[src/rtl/sirv_wdog_wr_arb_if.sv]
// Agent request/ack bus plus the watchdog write port of the watchdog write arbiter.
// master = agents and watchdog (testbench side), slave = the arbiter.
interface sirv_wdog_wr_arb_if #(
  parameter int NREQ = 2
);
  logic [NREQ-1:0]       req_valid;
  logic [NREQ-1:0][2:0]  req_sel;
  logic [NREQ-1:0][31:0] req_data;
  logic [NREQ-1:0]       ack;
  logic                  ack_err;
  logic                  busy;
  logic                  wd_unlocked;
  logic                  wd_wr_valid;
  logic [2:0]            wd_wr_sel;
  logic [31:0]           wd_wr_data;

  modport master (
    output req_valid, req_sel, req_data, wd_unlocked,
    input  ack, ack_err, busy, wd_wr_valid, wd_wr_sel, wd_wr_data
  );

  modport slave (
    input  req_valid, req_sel, req_data, wd_unlocked,
    output ack, ack_err, busy, wd_wr_valid, wd_wr_sel, wd_wr_data
  );
endinterface

[src/rtl/sirv_wdog_wr_arb.sv]
// Round-robin arbiter that is the only writer of the watchdog register bus; wraps each
// granted write in the key-then-target unlock sequence, retrying up to MAX_RETRY times.
module sirv_wdog_wr_arb #(
  parameter int          NREQ      = 2,
  parameter logic [31:0] KEY       = 32'h0051F15E,
  parameter int          MAX_RETRY = 3
) (
  input  logic              clock,
  input  logic              reset,
  sirv_wdog_wr_arb_if.slave bus
);
  localparam int         GW      = (NREQ > 1) ? $clog2(NREQ) : 1;
  localparam int         RW      = $clog2(MAX_RETRY + 1);
  localparam logic [2:0] SEL_KEY = 3'd6;

  typedef enum logic [1:0] {S_IDLE, S_KEY, S_WR, S_RESP} state_t;

  state_t          r_state, w_state_nxt;
  logic [GW-1:0]   r_grant, w_grant_nxt, r_rr, w_rr_nxt, w_pick;
  logic [2:0]      r_sel, w_sel_nxt, w_psel;
  logic [31:0]     r_data, w_data_nxt, w_pdata;
  logic [RW-1:0]   r_retry, w_retry_nxt;
  logic            r_err, w_err_nxt;
  logic [NREQ-1:0] r_ack, w_ack_nxt;
  logic            r_ack_err, w_ack_err_nxt;
  logic            r_busy, w_busy_nxt;
  logic            r_key_wr, w_key_wr_nxt;
  logic [2:0]      r_wr_sel, w_wr_sel_nxt;
  logic [31:0]     r_wr_data, w_wr_data_nxt;
  logic            w_any, w_issue;

  // Lowest requester overall, then overridden by the lowest one at or above the rr pointer.
  always_comb begin
    w_any   = 1'b0;
    w_pick  = '0;
    w_psel  = '0;
    w_pdata = '0;
    for (int i = NREQ - 1; i >= 0; i--) begin
      if (bus.req_valid[i]) begin
        w_any   = 1'b1;
        w_pick  = GW'(i);
        w_psel  = bus.req_sel[i];
        w_pdata = bus.req_data[i];
      end
    end
    for (int i = NREQ - 1; i >= 0; i--) begin
      if (bus.req_valid[i] && (GW'(i) >= r_rr)) begin
        w_pick  = GW'(i);
        w_psel  = bus.req_sel[i];
        w_pdata = bus.req_data[i];
      end
    end
  end

  // The target write goes out only if the key write just before it unlocked the watchdog.
  assign w_issue = (r_state == S_WR) && (bus.wd_unlocked || (r_sel == SEL_KEY));

  always_comb begin
    w_state_nxt = r_state;
    w_grant_nxt = r_grant;
    w_sel_nxt   = r_sel;
    w_data_nxt  = r_data;
    w_retry_nxt = r_retry;
    w_err_nxt   = r_err;
    w_rr_nxt    = r_rr;
    unique case (r_state)
      S_IDLE: begin
        if (w_any) begin
          w_grant_nxt = w_pick;
          w_sel_nxt   = w_psel;
          w_data_nxt  = w_pdata;
          w_err_nxt   = 1'b0;
          w_state_nxt = (w_psel == SEL_KEY) ? S_WR : S_KEY;
        end
      end
      S_KEY: w_state_nxt = S_WR;
      S_WR: begin
        if (w_issue) begin
          w_err_nxt   = 1'b0;
          w_state_nxt = S_RESP;
        end else if (r_retry == RW'(MAX_RETRY - 1)) begin
          w_err_nxt   = 1'b1;
          w_state_nxt = S_RESP;
        end else begin
          w_retry_nxt = r_retry + 1'b1;
          w_state_nxt = S_KEY;
        end
      end
      S_RESP: begin
        w_rr_nxt    = (r_grant == GW'(NREQ - 1)) ? '0 : r_grant + 1'b1;
        w_retry_nxt = '0;
        w_state_nxt = S_IDLE;
      end
      default: w_state_nxt = S_IDLE;
    endcase

    // Registered outputs are computed for the state being entered.
    w_ack_nxt = '0;
    for (int i = 0; i < NREQ; i++)
      w_ack_nxt[i] = (w_state_nxt == S_RESP) && (w_grant_nxt == GW'(i));
    w_ack_err_nxt = (w_state_nxt == S_RESP) && w_err_nxt;
    w_busy_nxt    = (w_state_nxt != S_IDLE);
    w_key_wr_nxt  = (w_state_nxt == S_KEY);
    w_wr_sel_nxt  = '0;
    w_wr_data_nxt = '0;
    if (w_state_nxt == S_KEY) begin
      w_wr_sel_nxt  = SEL_KEY;
      w_wr_data_nxt = KEY;
    end else if (w_state_nxt == S_WR) begin
      w_wr_sel_nxt  = w_sel_nxt;
      w_wr_data_nxt = w_data_nxt;
    end
  end

  always_ff @(posedge clock or posedge reset) begin
    if (reset) begin
      r_state   <= S_IDLE;
      r_grant   <= '0;
      r_rr      <= '0;
      r_sel     <= '0;
      r_data    <= '0;
      r_retry   <= '0;
      r_err     <= 1'b0;
      r_ack     <= '0;
      r_ack_err <= 1'b0;
      r_busy    <= 1'b0;
      r_key_wr  <= 1'b0;
      r_wr_sel  <= '0;
      r_wr_data <= '0;
    end else begin
      r_state   <= w_state_nxt;
      r_grant   <= w_grant_nxt;
      r_rr      <= w_rr_nxt;
      r_sel     <= w_sel_nxt;
      r_data    <= w_data_nxt;
      r_retry   <= w_retry_nxt;
      r_err     <= w_err_nxt;
      r_ack     <= w_ack_nxt;
      r_ack_err <= w_ack_err_nxt;
      r_busy    <= w_busy_nxt;
      r_key_wr  <= w_key_wr_nxt;
      r_wr_sel  <= w_wr_sel_nxt;
      r_wr_data <= w_wr_data_nxt;
    end
  end

  assign bus.ack         = r_ack;
  assign bus.ack_err     = r_ack_err;
  assign bus.busy        = r_busy;
  assign bus.wd_wr_valid = r_key_wr | w_issue;
  assign bus.wd_wr_sel   = r_wd_sel_out();
  assign bus.wd_wr_data  = r_wr_data;

  function automatic logic [2:0] r_wd_sel_out();
    return r_wr_sel;
  endfunction
endmodule

[src/flat_wrapper.sv]
// flat-port wrapper written by rule: the top's interface ports become plain ports
module sirv_wdog_wr_arb_flat 
#(
  parameter int          NREQ      = 2,
  parameter logic [31:0] KEY       = 32'h0051F15E,
  parameter int          MAX_RETRY = 3
)
  (clock, reset, bus_req_valid, bus_req_sel, bus_req_data, bus_wd_unlocked, bus_ack, bus_ack_err, bus_busy, bus_wd_wr_valid, bus_wd_wr_sel, bus_wd_wr_data);
  sirv_wdog_wr_arb_if #(.NREQ(NREQ)) bus_i ();
  input  logic clock;
  input  logic reset;
  input wire logic [$bits(bus_i.req_valid)-1:0] bus_req_valid;
  input wire logic [$bits(bus_i.req_sel)-1:0] bus_req_sel;
  input wire logic [$bits(bus_i.req_data)-1:0] bus_req_data;
  input wire logic [$bits(bus_i.wd_unlocked)-1:0] bus_wd_unlocked;
  output wire logic [$bits(bus_i.ack)-1:0] bus_ack;
  output wire logic [$bits(bus_i.ack_err)-1:0] bus_ack_err;
  output wire logic [$bits(bus_i.busy)-1:0] bus_busy;
  output wire logic [$bits(bus_i.wd_wr_valid)-1:0] bus_wd_wr_valid;
  output wire logic [$bits(bus_i.wd_wr_sel)-1:0] bus_wd_wr_sel;
  output wire logic [$bits(bus_i.wd_wr_data)-1:0] bus_wd_wr_data;
  assign bus_i.req_valid = bus_req_valid;
  assign bus_i.req_sel = bus_req_sel;
  assign bus_i.req_data = bus_req_data;
  assign bus_i.wd_unlocked = bus_wd_unlocked;
  assign bus_ack = bus_i.ack;
  assign bus_ack_err = bus_i.ack_err;
  assign bus_busy = bus_i.busy;
  assign bus_wd_wr_valid = bus_i.wd_wr_valid;
  assign bus_wd_wr_sel = bus_i.wd_wr_sel;
  assign bus_wd_wr_data = bus_i.wd_wr_data;
  sirv_wdog_wr_arb #(.NREQ(NREQ), .KEY(KEY), .MAX_RETRY(MAX_RETRY)) u_core (.clock(clock), .reset(reset), .bus(bus_i));
endmodule
[config.mk]
export PLATFORM = sky130hd
export DESIGN_NAME = sirv_wdog_wr_arb_flat
export DESIGN_NICKNAME = d
export VERILOG_FILES = /design/src/rtl/sirv_wdog_wr_arb_if.sv /design/src/rtl/sirv_wdog_wr_arb.sv /design/src/flat_wrapper.sv
export SDC_FILE = /design/constraint.sdc
export NUM_CORES = 1
export LEC_CHECK = 0
export ABC_AREA = 1
export CAP_MARGIN = 0
export CELL_PAD_IN_SITES_DETAIL_PLACEMENT = 1
export CELL_PAD_IN_SITES_GLOBAL_PLACEMENT = 2
export CORE_ASPECT_RATIO = 0.75
export CORE_MARGIN = 4
export CORE_UTILIZATION = 36
export CTS_CLUSTER_DIAMETER = 80
export DETAILED_ROUTE_END_ITERATION = 12
export DONT_BUFFER_PORTS = 1
export PLACE_DENSITY_LB_ADDON = 0.1
export SLEW_MARGIN = 15
export SYNTH_ARGS = -nofsm -noshare
export SYNTH_HDL_FRONTEND = slang
export SYNTH_SLANG_ARGS = --single-unit
[constraint.sdc]
create_clock -name clock -period 3.45 [get_ports clock]
set_input_delay 1.035 -clock clock [delete_from_list [all_inputs] [get_ports clock]]
set_output_delay 1.035 -clock clock [all_outputs]
set_load 0.01 [all_outputs]
==> flow_metrics.py, run 1 <==
metrics = {
    "cts": {
        "cts.clk_slew.worst_paths_ns": 0.06,
        "cts_buffer_depth": 2,
        "cts_resized": 0,
        "cts_hold_buf": 0,
        "cts_tree": "built",
        "clk-insertion-delay-late_ns": 0.33,
        "clkSinkCount": 82,
        "cts_made_buffers": 9,
        "htree_num_levels": 3,
        "post_cts_buffers": 0,
        "cts-root-buf": "clkbuf_16",
    },
    "die": {
        "io_pins": 115,
        "num_rows": 31,
        "die_h_um": 95.5,
        "die_w_um": 125,
        "initial_core_util": 0.374,
        "dieArea_um2": 11900,
        "core_um2": 9810,
    },
    "worst_setup_path": {
        "crit_path_end_kind": "output pin",
        "crit_family": "simple AND/OR/NAND/NOR gates",
        "path_class": "input port to output pin",
        "required_ns": 2.41,
        "cp-start-kind": "input port",
        "crit_slowest_cell": "or2_2",
        "cp_slowest_stage_delay_ns": 0.31,
        "arrival_ns": 1.55,
        "crit_chain": "inv_1, nand2_1, nand2_1, inv_1, or2_2",
        "crit_buf_inv": 2,
        "worst-path-max-fanout": 3,
    },
    "synth": {
        "syn_avg_cell_area_um2": 9.02,
        "synth.most_common_cell": "dfrtp_1",
        "yosysTopAreaCell": "dfrtp_1",
        "synth-seq-area-share": 0.559,
        "yosys-top-cells-area": "dfrtp_1 56%, inv_1 8.1%, nand2_1 7.8%",
        "synth_top_flop_cell": "dfrtp_1",
        "yosysWarningCount": 0,
        "synth_common_cells": "82 x dfrtp_1, 79 x inv_1, 76 x nand2_1, 32 x o21ai_0, 20 x nor2_2",
        "ys_async_sr_fraction": 1.00,
        "synth_cell_types": 27,
        "syn-num-nets": 483,
        "synth-seq-cells": 82,
        "synth_top_cell_area_share": 0.559,
        "syn-cell-area_um2": 3670,
        "synth_edf_count": 0,
        "netlist_instances": 407,
    },
    "place": {
        "dp_hpwl_mm": 6.42,
        "dp.cells": 523,
        "portBuffers": 0,
        "place_congestion": 0.766,
    },
    "route": {
        "ant_nets": 0,
        "wl_per_cell_um": 17.2,
        "firstDrtPassIters": 4,
        "routed_wl_mm": 9.25,
        "drc_errors": 0,
        "vias": 2682,
        "vias_per_cell": 4.98,
        "drt_iter0_drc": 102,
    },
    "pwr": {
        "power.density_nw_per_um2": 1020,
        "p_leak_nw": 2.12,
        "vdd_drop_max_mv": 0.378,
    },
    "timing": {
        "slew_violations": 0,
        "max_freq_mhz": 386,
        "fin_crit_ns": 2.59,
        "worst_pin_slew_ns": 0.725,
        "post-route-period-util": 0.750,
        "hold_viol_final": 0,
        "setup_viol": 0,
        "worst_clock_skew_ns": 0.00875,
        "setup-tns-final_ns": 0,
        "relSlewSlack": 0.516,
        "rsz0062_at_grt": "no",
        "whs_ns": 0.469,
    },
    "worst_hold_path": {
        "hold_path_class": "register to register",
    },
    "cells_and_area": {
        "drive_gt1_frac": 0.128,
        "antennaDiodeCount": 0,
        "finalNonFillerCells": 539,
        "final_nets": 478,
        "fillers": 1151,
        "area_growth_pct": 11.6,
    },
    "global_route": {
        "antenna_found_initial": 0,
        "grt_util_all_layers": 0.163,
        "grt_first_pass_wirelength_mm": 15.1,
        "grt_max_degree": 44,
        "grt_pass1_vias": 2820,
        "overflow": 0,
    },
    "status": {
        "status": "finished clean",
    },
    "job": {
        "cap_viol_max_count": 0,
    },
}
-- routing by layer --
metal	global-route usage	vias up	share of wire
li1	-	1282	-
met1	0.219	1322	0.47
met2	0.257	70	0.47
met3	0.0521	8	0.055
met4	0.0438	0	0.0092
met5	0	-	0
-- worst paths after layout --
check                                            start                                  to  slack (ns)  cells past startpoint
setup / recovery                       bus_wd_unlocked                     bus_wd_wr_valid        0.86                      5
hold reg to reg               u_core.r_grant$_DFF_PP0_             u_core.r_rr$_DFFE_PP0P_        0.47                      1
max in group asynchronous                        reset       u_core.r_retry[0]$_DFFE_PP0P_        2.09                      2
setup reg to reg           u_core.r_state[1]$_DFF_PP0_  u_core.bus.wd_wr_data[6]$_DFF_PP0_        1.08                      8
min in group asynchronous                        reset  u_core.bus.wd_wr_data[0]$_DFF_PP0_        0.68                      1
hold / removal                u_core.r_grant$_DFF_PP0_             u_core.r_rr$_DFFE_PP0P_        0.47                      1
-- per-stage QoR --
step                      setup slack, ns  utilization  power (mW)  instance area, um2
after floorplan                     0.307            -        2.83                3670
after global placement              0.696        0.384        3.12                3770
after detailed placement            0.632        0.384        3.17                3770
after CTS                           0.854        0.418        4.25                4100
after global routing                0.746        0.418        4.52                4100
final                               0.861        0.418        4.16                4100
-- cells in the final DEF (no fill, tap or decap), drive strengths merged, types with 5 or more instances in the layout --
cell and count:
clkinv 5, a21oi 16, buf 5, nand2 80, dfrtp 82, nand3 9, nor2 28, nand4 15
o211ai 17, inv 79, clkbuf 10, o21ai 33, o21a 17
-- state kept, by name, summed over array words and instances, names as in the netlist, 2 cells and up --
signal                 flops
u_core.bus.wd_wr_data     32
u_core.r_data             32
u_core.bus.wd_wr_sel       3
u_core.r_sel               3
u_core.bus.ack             2
u_core.r_retry             2
u_core.r_state             2
-- worst reg2reg max path, stage by stage, from the launching register on --
cell     delay (ns)
dfrtp_1        0.44
inv_1          0.14
nand2_1        0.12
nor2_4         0.40
nand3_2        0.18
o21ai_4        0.48
inv_2          0.09
nand2_2        0.28
nand2_1        0.12
-- area by class of cell --
| cell class | count | area [um2] | share of cell area |
|---|---|---|---|
| inverter | 81 | 305 | 0.0745 |
| tap | 132 | 165 | 0.0403 |
| multi-input combinational | 223 | 1200 | 0.292 |
| sequential | 82 | 2050 | 0.501 |
| clock inverter | 6 | 90.1 | 0.0220 |
| timing repair buffer | 5 | 50.0 | 0.0122 |
| clock buffer | 10 | 239 | 0.0583 |
-- kinds of logic after synthesis --
family	count (synthesis)	synth area share
fa+ha+maj	1	0.00341
buf+inv	102	0.115
flops	82	0.559
compound gates	86	0.144
simple gates	136	0.178
-- power breakdown --
group / leakage, nW / internal (mW) / switching, mW
clock network: 0.159 / 0.655 / 0.387
registers: 1.03 / 1.42 / 0.287
logic: 0.926 / 0.442 / 0.971
total: 2.12 / 2.52 / 1.64
(Power assumes the default switching activity.)
==> inputs of run 2 (changes only) <==
==> constraint.sdc (replaced) <==
create_clock -name clock -period 2.45 [get_ports clock]
set_input_delay 0.735 -clock clock [delete_from_list [all_inputs] [get_ports clock]]
set_output_delay 0.735 -clock clock [all_outputs]
set_load 0.01 [all_outputs]
==> flow_metrics.py, run 2 (synthesized netlist as in run 1, its figures left out) <==
metrics = {
    "pwr": {
        "vdd_drop_max_mv": 0.547,
        "pwr-share-seq": 0.414,
        "p_leak_nw": 2.11,
        "p_clk_frac": 0.227,
        "intPower_mw": 3.48,
        "power.density_nw_per_um2": 1410,
        "combPwrFrac": 0.359,
        "p_sw_frac": 0.400,
        "switchingPower_mw": 2.32,
    },
    "cts": {
        "cts.clk_slew.worst_paths_ns": 0.06,
        "cts_tree": "built",
        "post_cts_buffers": 0,
        "cts_buffer_depth": 2,
        "clkSinkCount": 82,
        "htree_num_levels": 3,
        "clk-insertion-delay-late_ns": 0.33,
        "cts-root-buf": "clkbuf_16",
        "cts_made_buffers": 9,
        "cts_resized": 0,
        "cts_hold_buf": 0,
    },
    "timing": {
        "max_freq_mhz": 454,
        "setup-tns-final_ns": 0,
        "rsz0062_at_grt": "no",
        "relSlewSlack": 0.550,
        "whs_ns": 0.383,
        "worst_pin_slew_ns": 0.675,
        "fin_crit_ns": 2.20,
        "setup_viol": 0,
        "worst_clock_skew_ns": 0.00437,
        "slew_violations": 0,
        "post-route-period-util": 0.898,
        "hold_viol_final": 0,
    },
    "cells_and_area": {
        "fillers": 1115,
        "antennaDiodeCount": 0,
        "final_nets": 482,
        "drive_gt1_frac": 0.129,
        "finalNonFillerCells": 543,
        "final_cell_mix": "82 x dfrtp_1, 78 x inv_1, 76 x nand2_1",
        "area_growth_pct": 11.7,
        "final_common_cell": "dfrtp_1",
    },
    "route": {
        "top_layer": "met4",
        "drt_iter0_drc": 136,
        "routed_wl_mm": 9.34,
        "met1_length_mm": 4.36,
        "vias_per_cell": 4.93,
        "vias": 2679,
        "firstDrtPassIters": 4,
        "dr_wl_met2_mm": 4.27,
        "ant_nets": 0,
        "drc_errors": 0,
        "wl_per_cell_um": 17.2,
        "wl_met3_um": 606,
    },
    "worst_setup_path": {
        "cp-start-kind": "register",
        "worstSetupStartpoint": "u_core.r_state[1]$_DFF_PP0_",
        "rr_startpoint": "u_core.r_state[1]$_DFF_PP0_",
        "arrival_ns": 1.47,
        "crit_path_end_kind": "output pin",
        "required_ns": 1.71,
        "reg2reg_slack_ns": 0.59,
        "r2r-end": "u_core.bus.wd_wr_data[9]$_DFF_PP0_",
        "worst-path-max-fanout": 4,
        "path_class": "register to output pin",
        "r2r_cells": 9,
    },
    "place": {
        "place_congestion": 0.792,
        "dp_hpwl_mm": 6.51,
        "dp.cells": 527,
        "portBuffers": 0,
    },
    "global_route": {
        "antenna_found_initial": 0,
        "grt_util_all_layers": 0.166,
        "grt_pass1_vias": 2879,
        "grt_first_pass_wirelength_mm": 15.4,
        "overflow": 0,
        "grt_max_degree": 83,
    },
    "die": {
        "die_w_um": 125,
        "dieArea_um2": 11900,
        "io_pins": 115,
        "die_h_um": 95.5,
        "core_um2": 9810,
        "initial_core_util": 0.374,
        "num_rows": 31,
    },
    "job": {
        "cap_viol_max_count": 0,
    },
    "status": {
        "status": "finished clean",
    },
    "worst_hold_path": {
        "hold_path_class": "input port to asynchronous set/reset pin",
    },
}
run 2: worst max-delay path by stage:
| stage | cells after the start | slack, ns | end |
|---|---|---|---|
| 5_1_grt | 5 | 0.03 | bus_wd_wr_valid |
| 2_1_floorplan | 12 | 0.50 | u_core.bus.wd_wr_data[12]$_DFF_PP0_ |
| 6_report | 5 | 0.25 | bus_wd_wr_valid |
| 3_3_place_gp | 8 | 0.34 | u_core.bus.wd_wr_data[9]$_DFF_PP0_ |
| 3_5_place_dp | 8 | 0.33 | u_core.bus.wd_wr_data[9]$_DFF_PP0_ |
| 4_1_cts | 5 | 0.23 | bus_wd_wr_valid |
run 2: final cells by class:
type                    instances  area [um2]  area share
clock buffers                  12         236      0.0576
inverters                      81         308      0.0750
well taps                     132         165      0.0403
flip-flops and latches         82        2050       0.500
repair buffers                  9        92.6      0.0226
clock inverters                 4        51.3      0.0125
multi-input cells             223        1200       0.292
run 2: through the flow:
step | power (mW) | cell area [um2] | setup slack (ns) | utilization
2_1_floorplan | 3.99 | 3680 | 0.501 | -
3_3_place_gp | 4.48 | 3810 | 0.345 | 0.389
3_5_place_dp | 4.56 | 3810 | 0.325 | 0.389
4_1_cts | 5.91 | 4100 | 0.232 | 0.418
5_1_grt | 6.31 | 4100 | 0.0300 | 0.418
6_report | 5.79 | 4100 | 0.250 | 0.418
run 2: worst max-delay path, cell delays in order, from the launching register on:
cell and delay [ns]:
dfrtp_1 0.39, inv_1 0.10, nor2_1 0.23, nand2_1 0.11, inv_1 0.14, or2_2 0.16
run 2: power by group through the flow:
stage                     clock network [mW]  registers [mW]  logic, mW
after floorplan                            0            2.32       1.67
after global placement                     0            2.42       2.06
after detailed placement                   0            2.43       2.13
after CTS                               1.36            2.42       2.13
after global routing                    1.43            2.46       2.42
final                                   1.31            2.40       2.08
run 2: routing by layer:
metal  vias to the layer above  track usage
met5                         -            0
li1                       1283            -
met3                         9       0.0526
met4                         0       0.0575
met1                      1313        0.224
met2                        74        0.254
